<file path="src/rtl/measurement_scheduler.sv">
// measurement_scheduler: gates input edges over a programmable window and publishes counts over valid/ready
module measurement_scheduler #(
  parameter int BITS = 12,
  parameter int COUNT_BITS = 7,
  parameter int MAX_COUNT = 99,
  parameter int DEFAULT_PERIOD = 1200
) (
  input  logic                  clk,
  input  logic                  reset_n,
  input  logic                  enable,
  input  logic                  signal,
  input  logic [BITS-1:0]       period,
  input  logic                  period_load,
  output logic [COUNT_BITS-1:0] count,
  output logic                  count_valid,
  input  logic                  count_ready,
  output logic                  overrun,
  input  logic                  overrun_clr,
  output logic                  busy,
  output logic [BITS-1:0]       active_period
);
  typedef enum logic [1:0] {IDLE, GATE, PUBLISH} state_t;
  state_t state;
  logic s1, s2, s3, rise, pending, last, slot_free;
  logic [BITS-1:0] cyc, pending_period, next_period;
  logic [COUNT_BITS-1:0] edges, edges_next;
  assign rise = s2 & ~s3;
  assign next_period = pending ? pending_period : active_period;
  assign last = cyc == active_period - BITS'(1);
  assign edges_next = (edges == COUNT_BITS'(MAX_COUNT)) ? edges : edges + COUNT_BITS'(rise);
  assign slot_free = !count_valid || count_ready;
  assign busy = state != IDLE;
  always_ff @(posedge clk or negedge reset_n) begin
    if (!reset_n) begin
      state <= IDLE;
      {s1, s2, s3} <= '0;
      cyc <= '0;
      edges <= '0;
      count <= '0;
      count_valid <= 1'b0;
      overrun <= 1'b0;
      pending <= 1'b0;
      pending_period <= '0;
      active_period <= BITS'(DEFAULT_PERIOD);
    end else begin
      {s1, s2, s3} <= {signal, s1, s2};
      if (count_valid && count_ready) count_valid <= 1'b0;
      if (overrun_clr) overrun <= 1'b0;
      case (state)
        IDLE: begin
          cyc <= '0;
          edges <= '0;
          if (enable) begin
            active_period <= next_period;
            pending <= 1'b0;
            state <= GATE;
          end
        end
        GATE: begin
          if (!enable) begin
            cyc <= '0;
            edges <= '0;
            state <= IDLE;
          end else begin
            cyc <= cyc + BITS'(1);
            edges <= edges_next;
            if (last) state <= PUBLISH;
          end
        end
        PUBLISH: begin
          if (slot_free) begin
            count <= edges;
            count_valid <= 1'b1;
          end else overrun <= 1'b1;
          cyc <= '0;
          edges <= '0;
          if (enable) begin
            active_period <= next_period;
            pending <= 1'b0;
            state <= GATE;
          end else state <= IDLE;
        end
        default: state <= IDLE;
      endcase
      // a load in the same clk as a boundary stays staged for the following window
      if (period_load && period != '0) begin
        pending <= 1'b1;
        pending_period <= period;
      end
    end
  end
endmodule
</file>
<file path="config.mk">
export PLATFORM = sky130hd
export DESIGN_NAME = measurement_scheduler
export DESIGN_NICKNAME = d
export VERILOG_FILES = /design/src/rtl/measurement_scheduler.sv
export SDC_FILE = /design/constraint.sdc
export NUM_CORES = 1
export LEC_CHECK = 0
export ABC_AREA = 1
export BUFFER_PORTS_ARGS = -buffer_cell sky130_fd_sc_hd__buf_2
export CAP_MARGIN = 10
export CORE_ASPECT_RATIO = 1.5
export CORE_MARGIN = 4
export CORE_UTILIZATION = 55
export CTS_CLUSTER_DIAMETER = 150
export DETAILED_ROUTE_END_ITERATION = 7
export PLACE_DENSITY = 0.77
export SLEW_MARGIN = 20
export SYNTH_ARGS = -nofsm -noshare
export SYNTH_HDL_FRONTEND = slang
export SYNTH_SLANG_ARGS = --single-unit
</file>
<file path="constraint.sdc">
create_clock -name clk -period 2.2 [get_ports clk]
set_clock_uncertainty 0.2 [all_clocks]
set_input_delay 0.11 -clock clk [delete_from_list [all_inputs] [get_ports clk]]
set_output_delay 0.11 -clock clk [all_outputs]
set_load 0.05 [all_outputs]
</file>
# [Word-level counts from Yosys, hierarchy flattened]
# Cells that the tools add are included.
[word_totals] regBits=58 in_bits=19 output_inout_bits=22 elab_cells=59
[classes] n_addsub=3 eq_ne=7 mux=19 bitwise_logic=2 reduce_logical=16
[ops] cell="12-bit case mux with 2 select lines" count=1
[ops] cell="7-bit two-way mux" count=2
[ops] cell="7-bit case mux with 2 select lines" count=1
[ops] cell="12-bit by 1-bit adder with 12-bit output, second input constant" count=1
[ops] cell="12-bit equality test" count=1
[ops] cell="12-bit two-way mux" count=1
[ops] cell="12-bit nonzero test" count=1
[ops] cell="12-bit by 1-bit subtractor with 12-bit output, second input constant" count=1
[ops] cell="1-bit two-way mux" count=10
[ops] cell="2-bit AND reduction" count=4
[ops] cell="2-bit nonzero test" count=4
[ops] cell="7-bit by 1-bit adder with 7-bit output" count=1
[ops] cell="7-bit equality test, second input constant" count=1
[ops] cell="2-bit two-way mux" count=3
[ops] cell="3-bit != test, second input constant" count=2
[ops] cell="2-bit case mux with 3 select lines" count=1
[ops] cell="3-bit AND reduction" count=1
[ops] cell="2-bit by 1-bit equality test with 1-bit output, second input constant" count=1
[ops] cell="2-bit equality test, second input constant" count=1
[ops] cell="1-bit logical AND" count=2
[ops] cell="2-bit logical NOT" count=1
[ops] cell="2-bit != test, second input constant" count=1
[ops] cell="2-bit OR reduction" count=1
[ops] cell="1-bit bitwise AND" count=1
[ops] cell="3 further kinds" count=3

# [Depth between registers and ports, before layout]
[logic_depth] depth_word=6 mapped_depth=13 ltp_nobuf=13

# [Worst setup path after synthesis]
# Ideal clock, no wire load.
[synth_path] path_type="flip-flop to flip-flop" from="reg active_period[0]" to="reg state[0]" setup_ns=0.117 t_arrival_ns=1.719 required_ns=1.883 slack_ns=0.164 stages_incl_launch_ff=14 n_path_buf=0 synth_period_minus_slack_ns=2.036 cell_sequence="dfrtp_1 inv_2 ha_1 inv_1 nand2_1 nand2_1 nor2_1 nand2_1 nor2_1 nand3_1 nor2_1 nand3_1 nand2_1 nand2_1"
[synth_between] elab_chain_cells=4
[synth_rtl] element="from (decl)" line_no="20" rtl="output logic [BITS-1:0] active_period"
[synth_rtl] element="from (signal assigned)" line_no="44" rtl="active_period <= BITS'(DEFAULT_PERIOD);"
[synth_rtl] element="from (signal assigned)" line_no="54" rtl="active_period <= next_period;"
[synth_rtl] element="from (signal assigned)" line_no="78" rtl="active_period <= next_period;"
[synth_rtl] element="12-bit by 1-bit subtractor with 12-bit output" line_no="29" rtl="assign last = cyc == active_period - BITS'(1);"
[synth_rtl] element="12-bit equality test" line_no="29"
[synth_rtl] element="3-bit != test (no source line)"
[synth_rtl] element="2-bit AND reduction (no source line)"
[synth_rtl] element="to (signal assigned)" line_no="35" rtl="state <= IDLE;"
[synth_rtl] element="to (signal assigned)" line_no="56" rtl="state <= GATE;"
[synth_rtl] element="to (signal assigned)" line_no="63" rtl="state <= IDLE;"
[synth_rtl] element="to (decl)" line_no="23" rtl="state_t state;"
# Every way passes these cells.
# A chain may end at the register's enable or synchronous reset.

# [Final worst setup path]
[layout_path] from="in period[2]" to="reg pending_period[7]"
[layout_between] elab_chain_cells=2
[layout_rtl] element="from (decl)" line_no="12" rtl="input logic [BITS-1:0] period,"
[layout_rtl] element="12-bit nonzero test" line_no="86" rtl="if (period_load && period != '0) begin"
[layout_rtl] element="1-bit logical AND" line_no="86"
[layout_rtl] element="to (signal assigned)" line_no="88" rtl="pending_period <= period;"
[layout_rtl] element="to (decl)" line_no="25" rtl="logic [BITS-1:0] cyc, pending_period, next_period;"
# Every way passes these cells.

==> metrics.md <==
| Metric | Value |
|---|---|
| Status | `complete, no violations` |
| IO Pins | `41` |
| Post-Syn Area | `a little under 3000 sq um` |
| Mapped Cells | `between 300 and 400` |
| CP max stage cell | `dlygate4sd3_1` |
| Layout cell share with drive strength beyond 1 | `19.4%` |
| Vias/cell | `5.10` |
| Final hold violations | `0` |
| Max-cap viol count | `0` |
| Post-DP HPWL | `between 4000 and 5000 um` |
| DRC | `0` |
| Top cell type's share of synthesized area | `a little under half` |
| GRT met3 Usage | `under 10%` |
| Synth top area cells | `dfrtp_1 (46%), nand2_1 (12%), inv_1 (6.7%)` |
| Predominant post-synthesis flop cell | `dfrtp_1` |
| Final period util | `a little over nine tenths` |
| RSZ-0062 raised after global routing | `no` |
| H-tree depth | `3` |
| Max incr delay on CP | `0.57 ns` |
| Hold WC Path Type | `in2reg` |
| Die Span X | `67.9 um` |
| Critical Path RT | `around 2.3 ns` |
| CP startpoint kind | `input port` |
| Number of synthesized flops with an enable pin | `0` |
| # diodes | `0` |
| Initial antenna violation count | `0` |
| Yosys warns | `0` |
| DR WL/cell | `between 10 and 15 um` |
| Worst-margin pin slew | `~0.70 ns` |
| Synthesis-stage register bit count | `58` |
| Worst-path cell chain | `dlygate4sd3_1, buf_2, inv_1, nand4_1, o31ai_4, buf_12, nand2_1, o21ai_0, dlygate4sd3_1` |
| Num rows | `32` |
| Cell taking the most area after synthesis | `dfrtp_1` |
| P&R area growth vs syn | `25.0%` |
| Core ar. | `between 5000 and 6000 sq um` |
| Post-DRT Antenna Nets | `0` |
| Maximum operating frequency | `roughly 470 MHz` |
| Synth async-reset ratio | `between 90% and 100%` |
| R2R cell count | `11` |
| Nets | `approximately 460` |
| Buffer depth of the longest clock path | `2` |
| DR vias | `around 2,600` |
| Crit path max-delay family | `buffers and inverters` |
| First-pass GRT wire length | `11,300 um` |
| Grt total ovfl | `0` |
| Met1 GRT Util | `22.3%` |
| Met2 usage | `40.6%` |
| Crit. End Element | `flip-flop` |
| Fill cell count | `~420` |
| Initial DRC Count | `about 130` |
| Core Util, Final | `about 70%` |
| Clk_lat worst skew | `between 0.3 and 0.4 ns` |
| Minimum clock period | `2.11 ns` |
| Final hold slack | `0.152 ns` |
| CP arrival | `between 2 and 2.5 ns` |
| Pwr/cell area | `between 800 and 900 nW/um^2` |
| Max-slew violation count | `0` |
| Final setup TNS | `0 ns` |
| VDD IR max | `roughly 610 uV` |
| Drt total wl | `around 6400 um` |
| Hold path depth | `6` |
| Largest net degree at the start of global routing | `approximately 60` |
| GRT busiest layer | `met2` |
| Clk sinks | `58` |
| RePlAce Congestion | `between 0.7 and 0.8` |
| Bufs and invs on worst path | `5` |
| Initial core utilization | `a little under three fifths` |
| PostCTS Resize Cnt | `0` |
| Leakage | `about 1.8 nW` |
| Syn Nets | `a little under 400` |
| Crit Path Class | `in2reg` |
| Die area | `roughly 6600 sq um` |
| CTS tree | `done` |
| Syn Area/Cell | `slightly above 8 sq um` |
| Worst-path clk slew | `0.06 ns` |
| Tot GR Track Use | `about 22%` |
| Crit path depth | `9` |
| CP max FO | `14` |
| CTS root buffer | `clkbuf_8` |
| Most used cell, CP | `dlygate4sd3_1` |
| Vias in the first global route | `between 2,000 and 3,000` |
| Pre-antenna DRT Iters | `4` |
| Max transition margin | `53.1%` |
| Number of buffers created by CTS | `9` |
| IO buf count | `40` |
| Library cells used by synthesis | `32` |
| Height of the chip | `approximately 98 um` |
| Setup violators final | `0` |
| Sequential area share after synthesis | `approximately half` |
[cell families after synthesis]
family | Yosys count | synth area share (%)
adder cells (fa/ha/maj) | 4 | 1.69
XOR/XNOR | 12 | 3.55
AO/OA/AOI/OAI | 54 | 10.3
multiplexers | 4 | 1.52
flip-flops | 58 | 49.2
buffers and inverters | 62 | 8.11
AND/OR/NAND/NOR | 172 | 25.6
[metrics by stage]
stage	std cells	area (sq um)	worst slack (ns)	total power, mW
floorplan	366	2960	0.164	1.90
global placement	472	3240	0.333	2.09
detailed placement	472	3240	0.291	2.11
CTS	510	3680	0.0126	3.23
global route	511	3700	0.0132	3.38
finish	511	3700	0.0872	3.20
[worst min-delay path: cells and delay by family]
family / cells / cell delay [ns]
AO/OA/AOI/OAI: 1 / 0.08
buffers and inverters: 3 / 0.26
AND/OR/NAND/NOR: 2 / 0.21
[cell usage after synthesis (3+ instances only)]
library cell	count
nand3_1	17
xor2_1	8
xnor2_1	4
mux2_2	4
nand3_2	3
nor3_1	4
ha_1	4
inv_2	3
dfrtp_1	54
o21ai_0	29
a21oi_1	11
dfstp_2	4
nor2_1	32
nand2_1	96
o22ai_1	9
nor2_2	5
nand4_1	5
inv_1	53
[flip-flops by register name (all words and copies together), names as in the netlist]
name	flops
s3	1
count	7
overrun	1
active_period	12
pending_period	12
edges	7
pending	1
s2	1
state	2
s1	1
count_valid	1
cyc	12
[where the power goes]
group,internal [mW],switching [mW],total (mW)
combinational,0.258,0.579,0.836
sequential,1.18,0.105,1.29
clock,0.660,0.422,1.08
total,2.10,1.11,3.20
[final timing paths]
path	slack [ns]	startpoint	to
setup / recovery	0.09	period[2]	pending_period[7]$_DFFE_PN0P_
hold / removal	0.15	period[10]	pending$_DFFE_PN0P_
setup reg to reg	0.32	active_period[0]$_DFFE_PN0P_	state[0]$_DFFE_PN0P_
hold reg to reg	0.16	s1$_DFF_PN0_	s2$_DFF_PN0_
max in group asynchronous	1.10	reset_n	active_period[8]$_DFFE_PN0P_
min in group asynchronous	0.24	reset_n	s2$_DFF_PN0_
[layout make-up]
cell class              instances  area (sq um)  share of cell area, %
clock inverters                 6          80.1                   2.16
flip-flops and latches         58          1460                   39.4
inverters                      57           215                   5.81
repair buffers                 66           463                   12.5
well taps                      68          85.1                   2.30
multi-input cells             246          1260                   34.1
clock buffers                  10           138                   3.72
[routing by layer]
layer  up-vias  part of all wire, %
met5         -                    0
met4         0                  2.4
met3        15                  5.3
met2        63                   56
met1      1217                   36
li1       1309                    -
[layout by cell type (no fill, tap or decap), drive strengths merged]
cell type | Yosys | final
a21oi | 11 | 11
clkbuf | 3 | 10
nor4 | 2 | 2
nor2 | 39 | 39
dfrtp | 54 | 54
o22ai | 9 | 9
nand3b | 1 | 1
nand4 | 5 | 5
nand3 | 20 | 20
mux2 | 4 | 4
o32ai | 2 | 2
xor2 | 8 | 8
inv | 56 | 56
or2 | 2 | 2
dlygate4sd3 | 0 | 22
o31ai | 1 | 1
nor3b | 1 | 1
ha | 4 | 4
o21ai | 31 | 31
nor3 | 4 | 4
xnor2 | 4 | 4
bufinv | 0 | 2
dfstp | 4 | 4
clkinv | 1 | 5
buf | 2 | 44
nand2 | 98 | 98
[what timing repair did]
action | CTS | global route
hold buffers | 22 | 0
setup buffers | 0 | 1
hold endpoints to repair | 74 | 0
setup endpoints to repair | 0 | 3
No activity file was read; power rests on OpenSTA's default activity.
